File: config.mk
export PLATFORM = sky130hd
export DESIGN_NAME = imm_gen_pipe_flat
export DESIGN_NICKNAME = d
export VERILOG_FILES = /design/src/rtl/riscv_imm_pkg.sv /design/src/rtl/imm_gen_pipe_if.sv /design/src/rtl/fifo.sv /design/src/rtl/imm_extract.sv /design/src/rtl/imm_gen_pipe.sv /design/src/flat_wrapper.sv
export SDC_FILE = /design/constraint.sdc
export NUM_CORES = 1
export LEC_CHECK = 0
export BUFFER_PORTS_ARGS = -buffer_cell sky130_fd_sc_hd__buf_4
export CORE_ASPECT_RATIO = 0.5
export CORE_MARGIN = 4
export CORE_UTILIZATION = 45
export DETAILED_ROUTE_END_ITERATION = 10
export PLACE_DENSITY = 0.77
export SYNTH_ARGS = -nofsm -noshare
export SYNTH_HDL_FRONTEND = slang
export SYNTH_SLANG_ARGS = --single-unit
File: constraint.sdc
create_clock -name clk -period 2.4 [get_ports clk]
set_clock_uncertainty 0.2 [all_clocks]
set_input_delay 0.36 -clock clk [delete_from_list [all_inputs] [get_ports clk]]
set_output_delay 0.36 -clock clk [all_outputs]
set_load 0.05 [all_outputs]
File: src/rtl/riscv_imm_pkg.sv
// Shared types and constants for the pipelined immediate generator.
// Latency: n/a (package only).
// Backpressure: n/a (package only).
package riscv_imm_pkg;

   // Format code carried with every decoded entry.
   typedef enum logic [2:0] {
      FMT_R   = 3'd0,
      FMT_I   = 3'd1,
      FMT_S   = 3'd2,
      FMT_B   = 3'd3,
      FMT_U   = 3'd4,
      FMT_J   = 3'd5,
      FMT_ILL = 3'd7
   } imm_fmt_t;

   // Major opcodes (instr[6:0]) recognised by the generator.
   localparam logic [6:0] OP_IMM    = 7'b0010011;
   localparam logic [6:0] OP_LOAD   = 7'b0000011;
   localparam logic [6:0] OP_JALR   = 7'b1100111;
   localparam logic [6:0] OP_IMM32  = 7'b0011011;
   localparam logic [6:0] OP_STORE  = 7'b0100011;
   localparam logic [6:0] OP_BRANCH = 7'b1100011;
   localparam logic [6:0] OP_LUI    = 7'b0110111;
   localparam logic [6:0] OP_AUIPC  = 7'b0010111;
   localparam logic [6:0] OP_JAL    = 7'b1101111;
   localparam logic [6:0] OP_REG    = 7'b0110011;
   localparam logic [6:0] OP_REG32  = 7'b0111011;

   // Instruction bit positions of the immediate slices.
   localparam int SIGN_BIT = 31;
   localparam int I_HI     = 31;
   localparam int I_LO     = 20;
   localparam int S_HI_HI  = 31;
   localparam int S_HI_LO  = 25;
   localparam int S_LO_HI  = 11;
   localparam int S_LO_LO  = 7;
   localparam int U_HI     = 31;
   localparam int U_LO     = 12;

endpackage

File: src/rtl/imm_gen_pipe_if.sv
// Handshake bundle between the decode front end and the immediate generator.
// Latency: n/a (signal bundle only).
// Backpressure: in_ready/out_ready carry it; master drives inputs, slave is the generator.
// Ports: in_* request side, out_* result side, flush, illegal_cnt status.
interface imm_gen_pipe_if #(
   parameter int XLEN  = 64,
   parameter int CNT_W = 16
);
   import riscv_imm_pkg::*;

   logic             in_valid;
   logic             in_ready;
   logic [31:0]      in_instr;
   logic [XLEN-1:0]  in_pc;
   logic             flush;
   logic             out_valid;
   logic             out_ready;
   logic [XLEN-1:0]  out_imm;
   imm_fmt_t         out_fmt;
   logic [XLEN-1:0]  out_target;
   logic             out_illegal;
   logic [CNT_W-1:0] illegal_cnt;

   modport master (
      output in_valid, in_instr, in_pc, flush, out_ready,
      input  in_ready, out_valid, out_imm, out_fmt, out_target, out_illegal, illegal_cnt
   );

   modport slave (
      input  in_valid, in_instr, in_pc, flush, out_ready,
      output in_ready, out_valid, out_imm, out_fmt, out_target, out_illegal, illegal_cnt
   );
endinterface

File: src/rtl/fifo.sv
// Generic register FIFO with synchronous flush; head is read straight from storage.
// Latency: push in cycle N is visible at pop_dat in cycle N+1 when empty.
// Backpressure: push_rdy is low only when full (registered state, independent of pop_rdy).
// Ports: clk, rst_n, flush, push_vld/push_rdy/push_dat, pop_vld/pop_rdy/pop_dat.
module fifo #(
   parameter int W     = 8,
   parameter int DEPTH = 2
) (
   input  logic         clk,
   input  logic         rst_n,
   input  logic         flush,
   input  logic         push_vld,
   output logic         push_rdy,
   input  logic [W-1:0] push_dat,
   output logic         pop_vld,
   input  logic         pop_rdy,
   output logic [W-1:0] pop_dat
);
   localparam int AW = (DEPTH > 1) ? $clog2(DEPTH) : 1;
   localparam int CW = $clog2(DEPTH + 1);

   logic [W-1:0]  mem [DEPTH];
   logic [AW-1:0] wptr, rptr;
   logic [CW-1:0] cnt;
   logic          do_push, do_pop;

   assign push_rdy = (cnt != CW'(DEPTH));
   assign pop_vld  = (cnt != '0);
   assign pop_dat  = mem[rptr];
   assign do_push  = push_vld && push_rdy;
   assign do_pop   = pop_vld && pop_rdy;

   always_ff @(posedge clk or negedge rst_n) begin
      if (!rst_n) begin
         wptr <= '0;
         rptr <= '0;
         cnt  <= '0;
         for (int i = 0; i < DEPTH; i++) mem[i] <= '0;
      end else if (flush) begin
         // Flush wins over any push/pop presented in the same cycle.
         wptr <= '0;
         rptr <= '0;
         cnt  <= '0;
      end else begin
         if (do_push) begin
            mem[wptr] <= push_dat;
            wptr      <= (wptr == AW'(DEPTH - 1)) ? '0 : wptr + AW'(1);
         end
         if (do_pop) begin
            rptr <= (rptr == AW'(DEPTH - 1)) ? '0 : rptr + AW'(1);
         end
         case ({do_push, do_pop})
            2'b10:   cnt <= cnt + CW'(1);
            2'b01:   cnt <= cnt - CW'(1);
            default: cnt <= cnt;
         endcase
      end
   end
endmodule

File: src/rtl/imm_extract.sv
// Combinational opcode classifier and sign-extended immediate extractor.
// Latency: 0 cycles (pure combinational).
// Backpressure: none; no state.
// Ports: instr in; imm (XLEN), fmt, illegal out.
module imm_extract
   import riscv_imm_pkg::*;
#(
   parameter int XLEN = 64
) (
   input  logic [31:0]     instr,
   output logic [XLEN-1:0] imm,
   output imm_fmt_t        fmt,
   output logic            illegal
);
   logic        sign;
   logic [31:0] raw;   // immediate already sign-extended to 32 bits

   assign sign = instr[SIGN_BIT];

   always_comb begin
      raw     = '0;
      fmt     = FMT_ILL;
      illegal = 1'b0;
      case (instr[6:0])
         OP_IMM, OP_LOAD, OP_JALR, OP_IMM32: begin
            // Shift funct bits in [31:25] are deliberately left in place.
            fmt = FMT_I;
            raw = {{20{sign}}, instr[I_HI:I_LO]};
         end
         OP_STORE: begin
            fmt = FMT_S;
            raw = {{20{sign}}, instr[S_HI_HI:S_HI_LO], instr[S_LO_HI:S_LO_LO]};
         end
         OP_BRANCH: begin
            fmt = FMT_B;
            raw = {{19{sign}}, instr[31], instr[7], instr[30:25], instr[11:8], 1'b0};
         end
         OP_LUI, OP_AUIPC: begin
            fmt = FMT_U;
            raw = {instr[U_HI:U_LO], 12'b0};
         end
         OP_JAL: begin
            fmt = FMT_J;
            raw = {{11{sign}}, instr[31], instr[19:12], instr[20], instr[30:21], 1'b0};
         end
         OP_REG, OP_REG32: begin
            fmt = FMT_R;
         end
         default: begin
            fmt     = FMT_ILL;
            illegal = 1'b1;
         end
      endcase
   end

   // raw[31] rather than instr[31] so R/ILL stay all-zero after widening.
   generate
      if (XLEN == 32) begin : g_x32
         assign imm = raw;
      end else begin : g_xwide
         assign imm = {{(XLEN-32){raw[31]}}, raw};
      end
   endgenerate
endmodule

File: src/rtl/imm_gen_pipe.sv
// Pipelined immediate generator: decode imm/fmt, PC-relative target, 2-entry output buffer.
// Latency: 1 cycle push-to-out_valid when empty; 1 instruction/cycle with out_ready high.
// Backpressure: in_ready low only when both buffer entries are occupied.
// Ports: clk, rst_n (async low); bus (imm_gen_pipe_if.slave) carries handshakes, flush, results, illegal_cnt.
module imm_gen_pipe
   import riscv_imm_pkg::*;
#(
   parameter int XLEN  = 64,
   parameter int CNT_W = 16
) (
   input  logic           clk,
   input  logic           rst_n,
   imm_gen_pipe_if.slave  bus
);
   typedef struct packed {
      logic [XLEN-1:0] imm;
      logic [XLEN-1:0] target;
      imm_fmt_t        fmt;
      logic            illegal;
   } entry_t;

   logic [XLEN-1:0]  ext_imm;
   imm_fmt_t         ext_fmt;
   logic             ext_ill;
   entry_t           push_dat, head;
   logic [CNT_W-1:0] cnt;
   logic             cnt_inc;

   imm_extract #(.XLEN(XLEN)) u_extract (
      .instr   (bus.in_instr),
      .imm     (ext_imm),
      .fmt     (ext_fmt),
      .illegal (ext_ill)
   );

   // Everything stored is computed at push time; the head register drives the outputs.
   always_comb begin
      push_dat         = '0;
      push_dat.imm     = ext_imm;
      push_dat.target  = bus.in_pc + ext_imm;
      push_dat.fmt     = ext_fmt;
      push_dat.illegal = ext_ill;
   end

   fifo #(.W($bits(entry_t)), .DEPTH(2)) u_fifo (
      .clk      (clk),
      .rst_n    (rst_n),
      .flush    (bus.flush),
      .push_vld (bus.in_valid),
      .push_rdy (bus.in_ready),
      .push_dat (push_dat),
      .pop_vld  (bus.out_valid),
      .pop_rdy  (bus.out_ready),
      .pop_dat  (head)
   );

   assign bus.out_imm     = head.imm;
   assign bus.out_target  = head.target;
   assign bus.out_fmt     = head.fmt;
   assign bus.out_illegal = head.illegal;

   // Counts only pushes that really land in the buffer; flush suppresses them.
   assign cnt_inc = bus.in_valid && bus.in_ready && !bus.flush && ext_ill && (cnt != '1);

   always_ff @(posedge clk or negedge rst_n) begin
      if (!rst_n) begin
         cnt <= '0;
      end else if (cnt_inc) begin
         cnt <= cnt + CNT_W'(1);
      end
   end

   assign bus.illegal_cnt = cnt;
endmodule
File: src/flat_wrapper.sv
// flat-port wrapper written by rule: the top's interface ports become plain ports
module imm_gen_pipe_flat import riscv_imm_pkg::*;
#(
   parameter int XLEN  = 64,
   parameter int CNT_W = 16
)
  (clk, rst_n, bus_in_valid, bus_in_instr, bus_in_pc, bus_flush, bus_out_ready, bus_in_ready, bus_out_valid, bus_out_imm, bus_out_fmt, bus_out_target, bus_out_illegal, bus_illegal_cnt);
  imm_gen_pipe_if #(.XLEN(XLEN), .CNT_W(CNT_W)) bus_i ();
  input  logic clk;
  input  logic rst_n;
  input wire logic [$bits(bus_i.in_valid)-1:0] bus_in_valid;
  input wire logic [$bits(bus_i.in_instr)-1:0] bus_in_instr;
  input wire logic [$bits(bus_i.in_pc)-1:0] bus_in_pc;
  input wire logic [$bits(bus_i.flush)-1:0] bus_flush;
  input wire logic [$bits(bus_i.out_ready)-1:0] bus_out_ready;
  output wire logic [$bits(bus_i.in_ready)-1:0] bus_in_ready;
  output wire logic [$bits(bus_i.out_valid)-1:0] bus_out_valid;
  output wire logic [$bits(bus_i.out_imm)-1:0] bus_out_imm;
  output wire logic [$bits(bus_i.out_fmt)-1:0] bus_out_fmt;
  output wire logic [$bits(bus_i.out_target)-1:0] bus_out_target;
  output wire logic [$bits(bus_i.out_illegal)-1:0] bus_out_illegal;
  output wire logic [$bits(bus_i.illegal_cnt)-1:0] bus_illegal_cnt;
  assign bus_i.in_valid = bus_in_valid;
  assign bus_i.in_instr = bus_in_instr;
  assign bus_i.in_pc = bus_in_pc;
  assign bus_i.flush = bus_flush;
  assign bus_i.out_ready = bus_out_ready;
  assign bus_in_ready = bus_i.in_ready;
  assign bus_out_valid = bus_i.out_valid;
  assign bus_out_imm = bus_i.out_imm;
  assign bus_out_fmt = bus_i.out_fmt;
  assign bus_out_target = bus_i.out_target;
  assign bus_out_illegal = bus_i.out_illegal;
  assign bus_illegal_cnt = bus_i.illegal_cnt;
  imm_gen_pipe #(.XLEN(XLEN), .CNT_W(CNT_W)) u_core (.clk(clk), .rst_n(rst_n), .bus(bus_i));
endmodule
**After elaboration in Yosys (flattened, before gate mapping)**

Index checks and enable logic that the tools add are counted.

- Bits in registers: 284
- Output and inout bits: 150
- Input port bits: 101
- Logic and storage cells: 66

- Muxes and demuxes: 17
- $lt $le $gt $ge: 3
- Eq/ne operators: 15
- Add/sub/neg operators: 6
- Bitwise operators: 3
- Reductions and logical operators: 16

Operators with widths:

| cell | number |
|---|---|
| two-way mux 132 bit | 4 |
| bitwise mux 264 bit | 1 |
| case mux 32 bit (5 select lines) | 1 |
| demux 132 bit (select 1 bit) | 1 |
| adder 64 bit | 1 |
| equality test 7 x 6 -> 1 bit, second input constant | 4 |
| equality test 7 x 5 -> 1 bit, second input constant | 3 |
| equality test 7 bit, second input constant | 3 |
| case mux 3 bit (6 select lines) | 1 |
| adder 16 x 1 -> 16 bit, second input constant | 1 |
| inequality test 16 bit, second input constant | 1 |
| OR reduction 11 bit | 1 |
| equality test 7 x 2 -> 1 bit, second input constant | 1 |
| two-way mux 1 bit | 7 |
| logical AND 1 bit | 6 |
| nonzero test 2 bit | 3 |
| greater-or-equal comparator 2 bit, second input constant | 2 |
| inverter 1 -> 2 bit | 2 |
| case mux 2 bit (2 select lines) | 1 |
| OR reduction 2 bit | 2 |
| OR reduction 4 bit | 1 |
| nonzero test 3 bit | 1 |
| adder 1 bit, second input constant | 2 |
| adder 2 x 1 -> 2 bit, second input constant | 1 |
| 9 further kinds | 9 |

**Longest topological paths before layout**

Gate-level depths: netlist of the first run.

- Depth in word-level cells: 6
- Gate-level depth with buffers: 21
- Depth with buffers taken out: 18

**Hierarchy**

A second synthesis of the first run with hierarchy kept.

- Cell total of the unflattened synthesis: 1459
- Area total of the unflattened synthesis: 16669.7 um2

Modules (own cells, without submodules):

| module | area each (um2) | cells each | instances | seq. area each (um2) |
|---|---|---|---|---|
| fifo | 11541.1 | 728 | 1 | 6706.4 |
| imm_gen_pipe | 4294.1 | 603 | 1 | 400.4 |
| imm_extract | 834.6 | 128 | 1 | 0.0 |

**Worst setup path after synthesis of the first run**

OpenSTA, ideal clock, no wires.

- Kind: input to register
- Start point: input port bus_in_instr[3]
- End point: register u_core.u_fifo.mem[42] (netlist name)
- Arrival: 4.153 ns
- Buffers on the path: 3
- Required time: 2.075 ns
- Setup time: 0.125 ns
- Slack: -2.077 ns
- Stages: 20
- Path through: buf_4 > a2111oi_0 > a21oi_1 > nor2_1 > or2_2 > clkbuf_1 > and2_1 > buf_2 > a21oi_1 > inv_1 > ha_1 > a21oi_1 > o21bai_1 > a21o_1 > nor3_1 > nand3_1 > a21oi_1 > mux2i_1 > xnor2_1 > mux2_2

- Longest elaborated chain between the ends: 5
- Elaborated cells between the ends (all ways): 14
- Classes of those cells: add/sub (1); eq/ne (9); mux (2); reduce/logical (2)

Ends and longest elaborated chain:

| element | RTL line | RTL |
|---|---|---|
| start, declared | flat_wrapper.sv:12 | `input wire logic [$bits(bus_i.in_instr)-1:0] bus_in_instr;` |
| equality test 7 x 5 -> 1 bit (tied with other cells) | imm_extract.sv:24 | `case (instr[6:0])` |
| OR reduction 4 bit or OR reduction 2 bit (tied branches) | imm_extract.sv:24 |  |
| case mux 32 bit (5 select lines) * | imm_extract.sv:24 |  |
| named net u_core.ext_imm[27] | imm_gen_pipe.sv:22 | `logic [XLEN-1:0] ext_imm;` |
| adder 64 bit * | imm_gen_pipe.sv:40 | `push_dat.target = bus.in_pc + ext_imm;` |
| bitwise mux 264 bit * | fifo.sv:46 | `mem[wptr] <= push_dat;` |
| end signal, assigned by index | fifo.sv:46 |  |
| end, declared | fifo.sv:22 | `logic [W-1:0] mem [DEPTH];` |

Mark *: on every way through the listed nets, which the timed path passes. The rest lies on a longest branch.
A chain may end at the register's enable or synchronous reset.

**Worst setup path after layout of the first run**

- Start point: input port bus_in_instr[4]
- End point: register u_core.u_fifo.mem[54] (netlist name)

The elaborated chain is that of the path after synthesis.

==> results of run 1 <==
-- registers in the layout, summed over array words and instances (netlist names) --
signal / cells
u_core.u_fifo.wptr: 1
u_core.u_fifo.mem: 200
u_core.u_fifo.rptr: 1
u_core.bus.illegal_cnt: 16
u_core.u_fifo.cnt: 2
-- worst min-delay path by stage --
stage / start / to / slack, ns / cells past startpoint
after floorplan: rst_n / u_core.bus.illegal_cnt[0] / -0.14 / 0
after global placement: rst_n / u_core.u_fifo.mem[4] / 0.08 / 1
after detailed placement: rst_n / u_core.u_fifo.mem[139] / 0.08 / 1
after CTS: bus_in_pc[57] / u_core.u_fifo.mem[61] / 0.002 / 4
after global routing: bus_in_pc[57] / u_core.u_fifo.mem[61] / 0.02 / 4
final: bus_in_pc[57] / u_core.u_fifo.mem[61] / 0.01 / 4
-- cell usage in the layout, fill, tap and decap left out, drive strengths merged, types with 5 or more instances in the layout --
cell           n
buf          646
nand2        360
dfrtp        220
mux2         145
o21ai        120
nor2          79
a21oi         70
xnor2         58
nand3         46
inv           41
nor3          33
ha            32
nand4         29
clkbuf        29
and3          24
xor2          22
a21o          19
a31oi         17
mux2i         16
nor4          15
or3           14
and2          12
a211oi        11
o21a          10
o211ai        10
and4           9
a22oi          9
dlygate4sd3    8
o21bai         7
bufinv         6
nand2b         6
or4            6
or2            6
o31ai          6
o211a          5
a2111oi        5
-- layer usage --
layer | track usage | vias up | wire (microns)
met5 | 0 | - | 0
met4 | 0.155 | 0 | 5110
met3 | 0.0473 | 434 | 5490
met2 | 0.480 | 1209 | 27700
met1 | 0.372 | 7687 | 22300
li1 | - | 6780 | -
-- per-stage QoR --
step	util	hold WS, ns
floorplan	-	-0.136
global placement	0.623	0.0834
detailed placement	0.623	0.0822
CTS	0.692	0.00163
global route	0.727	0.0231
finish	0.727	0.0139
-- synth_stat cells (3+ instances only) --
library cell / n
a211oi_1: 10
a21o_1: 19
buf_4: 35
nor4_1: 14
dfrtp_1: 220
inv_1: 40
nand2_1: 360
o211a_1: 3
mux2_2: 145
nand4_1: 29
buf_2: 14
nand3_1: 46
buf_1: 11
o21bai_1: 7
a2111oi_0: 5
xnor2_1: 58
or2_2: 5
and2_1: 9
a22oi_1: 9
and3_1: 24
a31oi_1: 17
or3_1: 14
nor3_1: 32
mux2i_1: 16
o21a_1: 10
ha_1: 32
o21ai_1: 4
and4_1: 9
a21oi_1: 70
nand2b_1: 6
o211ai_1: 8
o31ai_1: 5
nor3b_1: 3
xor2_1: 22
o21ai_0: 116
clkbuf_1: 68
nor2_1: 78
a221oi_1: 3
or4_1: 6
-- where the power goes --
| group | internal, mW | switching (mW) |
|---|---|---|
| Clock | 2.50 | 1.68 |
| Combinational | 2.17 | 3.27 |
| Sequential | 4.45 | 0.476 |
-- area by class of cell --
class	count	share of cell area
inverter	40	0.00689
sequential	220	0.247
tap	423	0.0237
clock buffer	27	0.0277
timing repair buffer	656	0.243
multi-input combinational	1245	0.441
clock inverter	13	0.0107
-- critical path, stage by stage --
cell and delay [ns]:
buf_8 0.10, clkinvlp_4 0.09, a2111oi_4 0.08, buf_4 0.15, a21oi_4 0.14, nor2_4 0.07
or2_4 0.27, and2_4 0.20, buf_4 0.14, buf_6 0.11, a21oi_2 0.25, inv_2 0.09
ha_4 0.32, nand4_1 0.19, nor2_1 0.26, a21oi_2 0.09, a211oi_4 0.39, buf_6 0.17
buf_4 0.11, a211oi_4 0.05, o2111ai_2 0.28, a21boi_1 0.12, buf_4 0.15, o31ai_2 0.23
-- timing repair --
item	4_1_cts	5_1_grt
resized for setup	176	176
buffers inserted	33	34
hold buffers	8	0
pin swaps	64	80
endpoints found under the setup margin	246	250
hold endpoints to repair	229	0
gates cloned	1	1
-- cell families after synthesis --
family | synth area share
adder cells (fa/ha/maj) | 0.0304
buffers and inverters | 0.0569
AND/OR/NAND/NOR | 0.209
XOR/XNOR | 0.0494
AO/OA/AOI/OAI | 0.140
multiplexers | 0.126
flip-flops | 0.388
==> flow_metrics.tcl, run 1 <==
set metrics [dict create \
    outcome "finished, violations left" \
    violations "negative setup slack" \
    endpoint_kind "register" \
    synth_largest_area_cell "dfrtp_1" \
    cts_tree "done" \
    grt-ovfl-total 0 \
    leakage_nw 10.6 \
    preCtsSetupSlack_ns -2.08 \
    antenna_cells 0 \
    crit_path_max_fanout 6 \
    rr_worst_depth 10 \
    fmax_mhz 238 \
    first_iter_violations 1940 \
    start_kind "primary input" \
    cts_buffers 22 \
    fin_tns_setup_ns -163.59 \
    cp.arrival_ns 4.44 \
    relSlewSlack 0.452 \
    num_rows 45 \
    reg2reg_slack_ns 0.06 \
    die_y_microns 134 \
    power_density_nw_per_um2 652 \
    hold_viol_final 0 \
    ys_warn_count 0 \
    synth_edf_count 0 \
    synth_top_area_frac 0.388 \
    final_area_sq_um 22300 \
    grt_pass1_vias 15016 \
    cts.sink_count 220 \
    hp-class "in -> reg" \
    fin_cells 2624 \
    vias 16110 \
    syn-cell-area_sq_um 14200 \
    syn_avg_cell_area_sq_um 8.67 \
    first_pass_iters 8 \
    dieArea_sq_um 34600 \
    port_buffers 250 \
    synthDistinctLibCells 82 \
    worst_pin_slew_ns 0.819 \
    die_w_microns 259 \
    period_share 1.75 \
    area_delta_synth_final_pct 57.4 \
    synth_nets 1769 \
    worstSetupPathType "in -> reg" \
    r2r_end "u_core.bus.illegal_cnt[15]" \
    gp_congestion 0.987 \
    drive_gt1_frac 0.499 \
    rsz0062_at_grt "yes" \
    slew_viol_final 0 \
    viasPerCell 6.14 \
    fin_nets 2319 \
    cap_violations 0 \
    synth_seq_cells 220 \
    seqCellArea_sq_um 5520 \
    ant_nets 0 \
    h-tree-depth 1 \
    async_flop_share 1.00 \
    startpoint "bus_in_instr[4]" \
    layout_min_cycle_time_ns 4.20 \
    grt_use_total 0.292 \
    ys_seq_area_frac 0.388 \
    dp_cells 2512 \
    post-route-drc-count 0 \
    io-pin-count 251 \
    cp.required_ns 2.64 \
    timing.final.ws_setup_ns -1.80 \
    multi_input_area_sq_um 9840 \
    grt_max_degree 89 \
    antenna_found_initial 0 \
    clkTransAtPathRegs_ns 0.07 \
    power_mw 14.6 \
    dp_hpwl_microns 36700 \
    synth_area_leaders "dfrtp_1 39%, mux2_2 12%, nand2_1 9.5%" \
    cts_max_path_buffers 3 \
    vdd_drop_max_v 0.000824 \
    dpl_cell_area_sq_um 19100 \
    wl_microns 60600 \
    wl_per_cell_microns 23.1 \
    ctsRootBufferMaster "clkbuf_16" \
    post_synth_inst_count 1635 \
    ys.flop_type "dfrtp_1" \
    setup_violations 207 \
    start_util 0.462 \
    core-area_sq_um 30700 \
    r2r-start "u_core.u_fifo.cnt[0]" \
    grt_first_pass_wirelength_microns 81600 \
    clkLatencyLatePin_ns 0.54 \
    cp-endpoint "u_core.u_fifo.mem[54]" \
    fillers 1936 \
]
No activity file was read; power rests on OpenSTA's default activity.
==> inputs of run 2 (changes only) <==
--- a/config.mk
+++ b/config.mk
@@ -10,7 +10,7 @@
 export CORE_MARGIN = 4
 export CORE_UTILIZATION = 45
 export DETAILED_ROUTE_END_ITERATION = 10
-export PLACE_DENSITY = 0.77
+export PLACE_DENSITY_LB_ADDON = 0.05
 export SYNTH_ARGS = -nofsm -noshare
 export SYNTH_HDL_FRONTEND = slang
 export SYNTH_SLANG_ARGS = --single-unit
==> constraint.sdc (replaced) <==
create_clock -name clk -period 5.2 [get_ports clk]
set_clock_uncertainty 0.2 [all_clocks]
set_input_delay 0.78 -clock clk [delete_from_list [all_inputs] [get_ports clk]]
set_output_delay 0.78 -clock clk [all_outputs]
set_load 0.05 [all_outputs]
==> run 2 against run 1 <==
- the flow now finishes without violations
- non-clock buffer count down 301
- cell count down 12%
- power down 58%
- critical path type unchanged
==> flow_metrics.tcl, run 2 (synthesis gave the netlist of run 1 again) <==
set metrics [dict create \
    final_common_cell "nand2_1" \
    dieArea_sq_um 34600 \
    cts_buffers 22 \
    crit_chain "buf_4, and2_0, a21oi_1, nor2_1, or2_2, and2_1, buf_4, a21oi_1, inv_1, ha_1, nand4_1, nor4_1, buf_4, nand3_1, buf_4, a211oi_1, buf_4, mux2i_1, xnor2_1, mux2_2" \
    cp.arrival_ns 5.19 \
    fmax_mhz 201 \
    r2r-start "u_core.u_fifo.cnt[0]" \
    die_w_microns 259 \
    final_cell_mix "359 x nand2_1, 352 x buf_4, 219 x dfrtp_1" \
    cts_max_path_buffers 3 \
    preCtsSetupSlack_ns -0.357 \
    port_buffers 250 \
    cts.sink_count 220 \
    layout_min_cycle_time_ns 4.97 \
    setup_violations 0 \
    antenna_cells 0 \
    dp_hpwl_microns 35800 \
    cp_common_cell "buf_4" \
    grt_pass1_vias 12998 \
    leakage_nw 8.51 \
    cp-endpoint "u_core.u_fifo.mem[65]" \
    start_kind "primary input" \
    outcome "completed" \
    antenna_found_initial 0 \
    regMostFlops "u_core.u_fifo.mem" \
    endpoint_kind "register" \
    worstSetupPathType "in -> reg" \
    p_clk_frac 0.289 \
    power.internal_mw 3.81 \
    worst_pin_slew_ns 1.08 \
    power_density_nw_per_um2 344 \
    slew_viol_final 0 \
    wl_per_cell_microns 20.4 \
    startpoint "bus_in_instr[6]" \
    use_met1 0.371 \
    grt_use_total 0.267 \
    max_stage_delay_ns 0.65 \
    reg2reg_slack_ns 2.27 \
    hold_viol_final 0 \
    grt_max_degree 106 \
    core-area_sq_um 30700 \
    rsz0062_at_grt "no" \
    grt-ovfl-total 0 \
    first_pass_iters 6 \
    ctsHoldBuffers 0 \
    clkTransAtPathRegs_ns 0.07 \
    num_rows 45 \
    busiest_layer "met2" \
    rr_worst_depth 6 \
    grtUsageMet2 0.439 \
    seqPwrFrac 0.372 \
    r2r_end "u_core.u_fifo.mem[26]" \
    timing.final.ws_setup_ns 0.225 \
    p_sw_frac 0.370 \
    post-route-drc-count 0 \
    h-tree-depth 1 \
    clkLatencyLatePin_ns 0.53 \
    first_iter_violations 1191 \
    vdd_drop_max_v 0.000439 \
    vias 13037 \
    crit_path_max_fanout 11 \
    largest_register_ffs 200 \
    fin_tns_setup_ns 0 \
    power.switching_mw 2.24 \
    cp.required_ns 5.42 \
    gp_congestion 0.990 \
    grt_first_pass_wirelength_microns 73900 \
    cap_violations 0 \
    io-pin-count 251 \
    hp-class "in -> async" \
    area_delta_synth_final_pct 23.9 \
    wl_microns 47400 \
    period_share 0.957 \
    combPwrFrac 0.338 \
    relSlewSlack 0.279 \
    die_y_microns 134 \
    fillers 2827 \
    drive_gt1_frac 0.299 \
    met3_usage 0.0435 \
    final_util 0.573 \
    cts_tree "done" \
    cp_slowest_cell "nor4_1" \
    start_util 0.462 \
    fin_nets 2017 \
    ctsRootBufferMaster "clkbuf_16" \
    ant_nets 0 \
    viasPerCell 5.62 \
]
run 2: metrics by stage:
step / std cells / total power [mW] / cell area [sq um] / hold WS [ns]
2_1_floorplan: 1635 / 3.69 / 14200 / 0.240
3_3_place_gp: 2282 / 4.28 / 16800 / 0.253
3_5_place_dp: 2282 / 4.34 / 16800 / 0.259
4_1_cts: 2320 / 6.11 / 17600 / 0.0714
5_1_grt: 2320 / 6.35 / 17600 / 0.0961
6_report: 2320 / 6.05 / 17600 / 0.0405
run 2: worst max-delay path, delay by kind of cell:
kind            cells  cell delay (ns)
simple gates        7             1.81
compound gates      3             0.70
fa+ha+maj           1             0.37
xor+xnor            1             0.10
mux                 2             0.47
buf+inv             6             0.96
run 2: final cells by class:
cell class / instances / area [sq um] / area share
flip-flops and latches: 220 / 5510 / 0.314
repair buffers: 355 / 2700 / 0.154
clock buffers: 28 / 644 / 0.0367
clock inverters: 10 / 139 / 0.00791
well taps: 423 / 529 / 0.0301
multi-input cells: 1244 / 7900 / 0.450
inverters: 40 / 150 / 0.00855
run 2: per-layer routing:
layer	wire (microns)	vias to the layer above
li1	-	6196
met1	21500	6335
met2	22000	428
met3	2700	78
met4	1290	0
met5	0	-
run 2: timing repair:
action / in CTS / in global routing
gates resized for setup: 0 / 2
setup endpoints to repair: 0 / 12
buffers inserted: 0 / 0
run 2: how the worst min path moves through the flow:
| stage | to | cells after the start | slack, ns |
|---|---|---|---|
| floorplan | u_core.u_fifo.mem[4] | 2 | 0.24 |
| global placement | u_core.u_fifo.mem[17] | 2 | 0.25 |
| detailed placement | u_core.u_fifo.mem[8] | 2 | 0.26 |
| CTS | u_core.u_fifo.mem[5] | 1 | 0.07 |
| global route | u_core.u_fifo.mem[5] | 1 | 0.1 |
| finish | u_core.u_fifo.mem[5] | 1 | 0.04 |
run 2: power by group through the flow:
stage | sequential [mW] | clock, mW | combinational [mW]
2_1_floorplan | 2.28 | 0 | 1.41
3_3_place_gp | 2.26 | 0 | 2.03
3_5_place_dp | 2.29 | 0 | 2.06
4_1_cts | 2.26 | 1.79 | 2.06
5_1_grt | 2.30 | 1.87 | 2.18
6_report | 2.25 | 1.75 | 2.05
==> inputs of run 3 (changes only) <==
==> constraint.sdc (replaced) <==
create_clock -name clk -period 5.2 [get_ports clk]
set_clock_uncertainty 0.2 [all_clocks]
set_input_delay 1.04 -clock clk [delete_from_list [all_inputs] [get_ports clk]]
set_output_delay 1.04 -clock clk [all_outputs]
set_load 0.05 [all_outputs]
==> run 3 against run 2 <==
- via count rose by 2.7%
- first-iteration DRC count rose by 6.3%
- register-to-register slack improved by 0.09 ns
- design area rose by 3.1%
- routed wire length rose by 1.3%
- clock power fell by 5%
- fmax rose by 1.1%
- setup slack improved by 0.056 ns
- die area did not move
- sequential share of layout area fell by 0.94 points
- sequential power barely moved
==> flow_metrics.tcl, run 3 (synthesis gave the netlist of run 1 again) <==
set metrics [dict create \
    cts_buffers 21 \
    worst_pin_slew_ns 1.04 \
    cp.arrival_ns 5.13 \
    wl_per_cell_microns 20.0 \
    dieArea_sq_um 34600 \
    seqPwrFrac 0.376 \
    crit_chain "buf_4, inv_1, a2111oi_1, buf_4, a21oi_1, nor2_1, or2_2, and2_1, buf_4, a21oi_1, inv_1, ha_1, nand2_1, buf_4, nor3_1, buf_4, nand3_1, a31oi_1, buf_4, o21a_1, o21ai_1, mux2i_1, xnor2_1, mux2_2" \
    min_from "u_core.u_fifo.mem[8]" \
    cts_max_path_buffers 3 \
    clkLatencyLatePin_ns 0.53 \
    clkTransAtPathRegs_ns 0.06 \
    start_kind "primary input" \
    gp_congestion 0.927 \
    vdd_drop_max_v 0.000280 \
    final_cell_mix "431 x buf_4, 359 x nand2_1, 219 x dfrtp_1" \
    p_sw_frac 0.375 \
    crit_family "buffers and inverters" \
    cp.buffers_inverters 8 \
    dp_hpwl_microns 36200 \
    die_w_microns 259 \
    port_buffers 250 \
    power.internal_mw 3.76 \
    antenna_found_initial 1 \
    crit_path_max_fanout 10 \
    grt_first_pass_wirelength_microns 74500 \
    fillers 2805 \
    ctsHoldBuffers 0 \
    first_iter_violations 1266 \
    viasPerCell 5.58 \
    setup_violations 0 \
    layout_min_cycle_time_ns 4.92 \
    grt_max_degree 130 \
    power.switching_mw 2.25 \
    grt_use_total 0.271 \
    fmax_mhz 203 \
    cts.sink_count 220 \
    hold_viol_final 0 \
    num_rows 45 \
    preCtsSetupSlack_ns -0.273 \
    grt-ovfl-total 0 \
    final_util 0.590 \
    area_delta_synth_final_pct 27.7 \
    rsz0062_at_grt "no" \
    cts_tree "done" \
    cp_slowest_cell "ha_1" \
    fin_nets 2095 \
    post-route-drc-count 0 \
    ant_nets 0 \
    core-area_sq_um 30700 \
    slew_viol_final 0 \
    first_pass_iters 6 \
    fin_tns_setup_ns 0 \
    h-tree-depth 1 \
    io-pin-count 251 \
    period_share 0.946 \
    relSlewSlack 0.308 \
    outcome "completed" \
    multi_input_area_sq_um 7910 \
    regMostFlops "u_core.u_fifo.mem" \
    grt_pass1_vias 13235 \
    drive_gt1_frac 0.327 \
    startpoint "bus_in_instr[4]" \
    die_y_microns 134 \
    endpoint_kind "register" \
    worstSetupPathType "in -> reg" \
    seqCellArea_sq_um 5510 \
    final_common_cell "buf_4" \
    leakage_nw 8.86 \
    largest_register_ffs 200 \
    r2r-start "u_core.u_fifo.cnt[0]" \
    max_stage_delay_ns 0.36 \
    combPwrFrac 0.348 \
    start_util 0.462 \
    timing.final.ws_setup_ns 0.281 \
    vias 13388 \
    whs_ns 0.268 \
    cap_violations 0 \
    ctsRootBufferMaster "clkbuf_16" \
    p_clk_frac 0.276 \
    cp.required_ns 5.41 \
    power_density_nw_per_um2 332 \
    wl_microns 48000 \
    hp-class "reg -> reg" \
    cp_common_cell "buf_4" \
]
==> run 3: cell count changes in the layout (fill, tap and decap cells not counted), sizes merged <==
cell / before / now
clkinv: 3 / 6
buf: 355 / 434
inv: 41 / 42
diode: 0 / 1
clkinvlp: 3 / 1
clkbuf: 28 / 26
==> run 3: layout make-up <==
class	count	area share
clock inverters	12	0.00801
repair buffers	434	0.182
diodes	1	0.000138
clock buffers	26	0.0317
inverters	40	0.00829
flip-flops and latches	220	0.304
multi-input cells	1244	0.437
well taps	423	0.0292
==> run 3: power groups by stage <==
stage / clock (mW) / sequential, mW / combinational, mW
after global routing: 1.77 / 2.30 / 2.23
after floorplan: 0 / 2.28 / 1.41
final: 1.66 / 2.26 / 2.09
after CTS: 1.69 / 2.25 / 2.11
after global placement: 0 / 2.25 / 2.07
after detailed placement: 0 / 2.28 / 2.10
==> run 3: routing by layer <==
metal  vias to the layer above  global-route usage  share of wire
li1                       6347                   -              -
met1                      6530               0.381           0.45
met2                       445               0.439           0.46
met3                        66              0.0429          0.056
met4                         0              0.0734          0.029
met5                         -                   0              0
==> run 3: path summary, 6_finish.rpt <==
| kind | to | slack, ns | cells after the start |
|---|---|---|---|
| worst max-delay path | u_core.u_fifo.mem[63] | 0.28 | 24 |
| worst min-delay path | u_core.u_fifo.mem[8] | 0.27 | 2 |
| worst max register to register | u_core.bus.illegal_cnt[15] | 2.36 | 9 |
| worst min register to register | u_core.u_fifo.mem[8] | 0.27 | 2 |
| max in group asynchronous | u_core.u_fifo.mem[48] | 3.39 | 2 |
| min in group asynchronous | u_core.u_fifo.mem[5] | 0.35 | 1 |
==> run 3: worst register-to-register path: stages, from the launching register on <==
cell and delay (ns):
dfrtp_1 0.41, nand2b_1 0.17, nand2_1 0.14, nor2_1 0.32
nand2_1 0.12, a31oi_1 0.63, nand4_1 0.27, nor2_1 0.22
nand3_1 0.11, xnor2_1 0.14
==> run 3: metrics by stage <==
stage	std cells	power, mW	area, sq um
finish	2400	6.00	18100
global route	2400	6.30	18100
CTS	2399	6.05	18100
detailed placement	2361	4.38	17400
global placement	2361	4.32	17400
floorplan	1635	3.69	14200
==> run 3: repair_timing <==
| item | CTS | global route |
|---|---|---|
| buffers inserted | 0 | 0 |
| setup endpoints to repair | 0 | 8 |
| hold endpoints to repair | 0 | 0 |
| resized for setup | 0 | 4 |
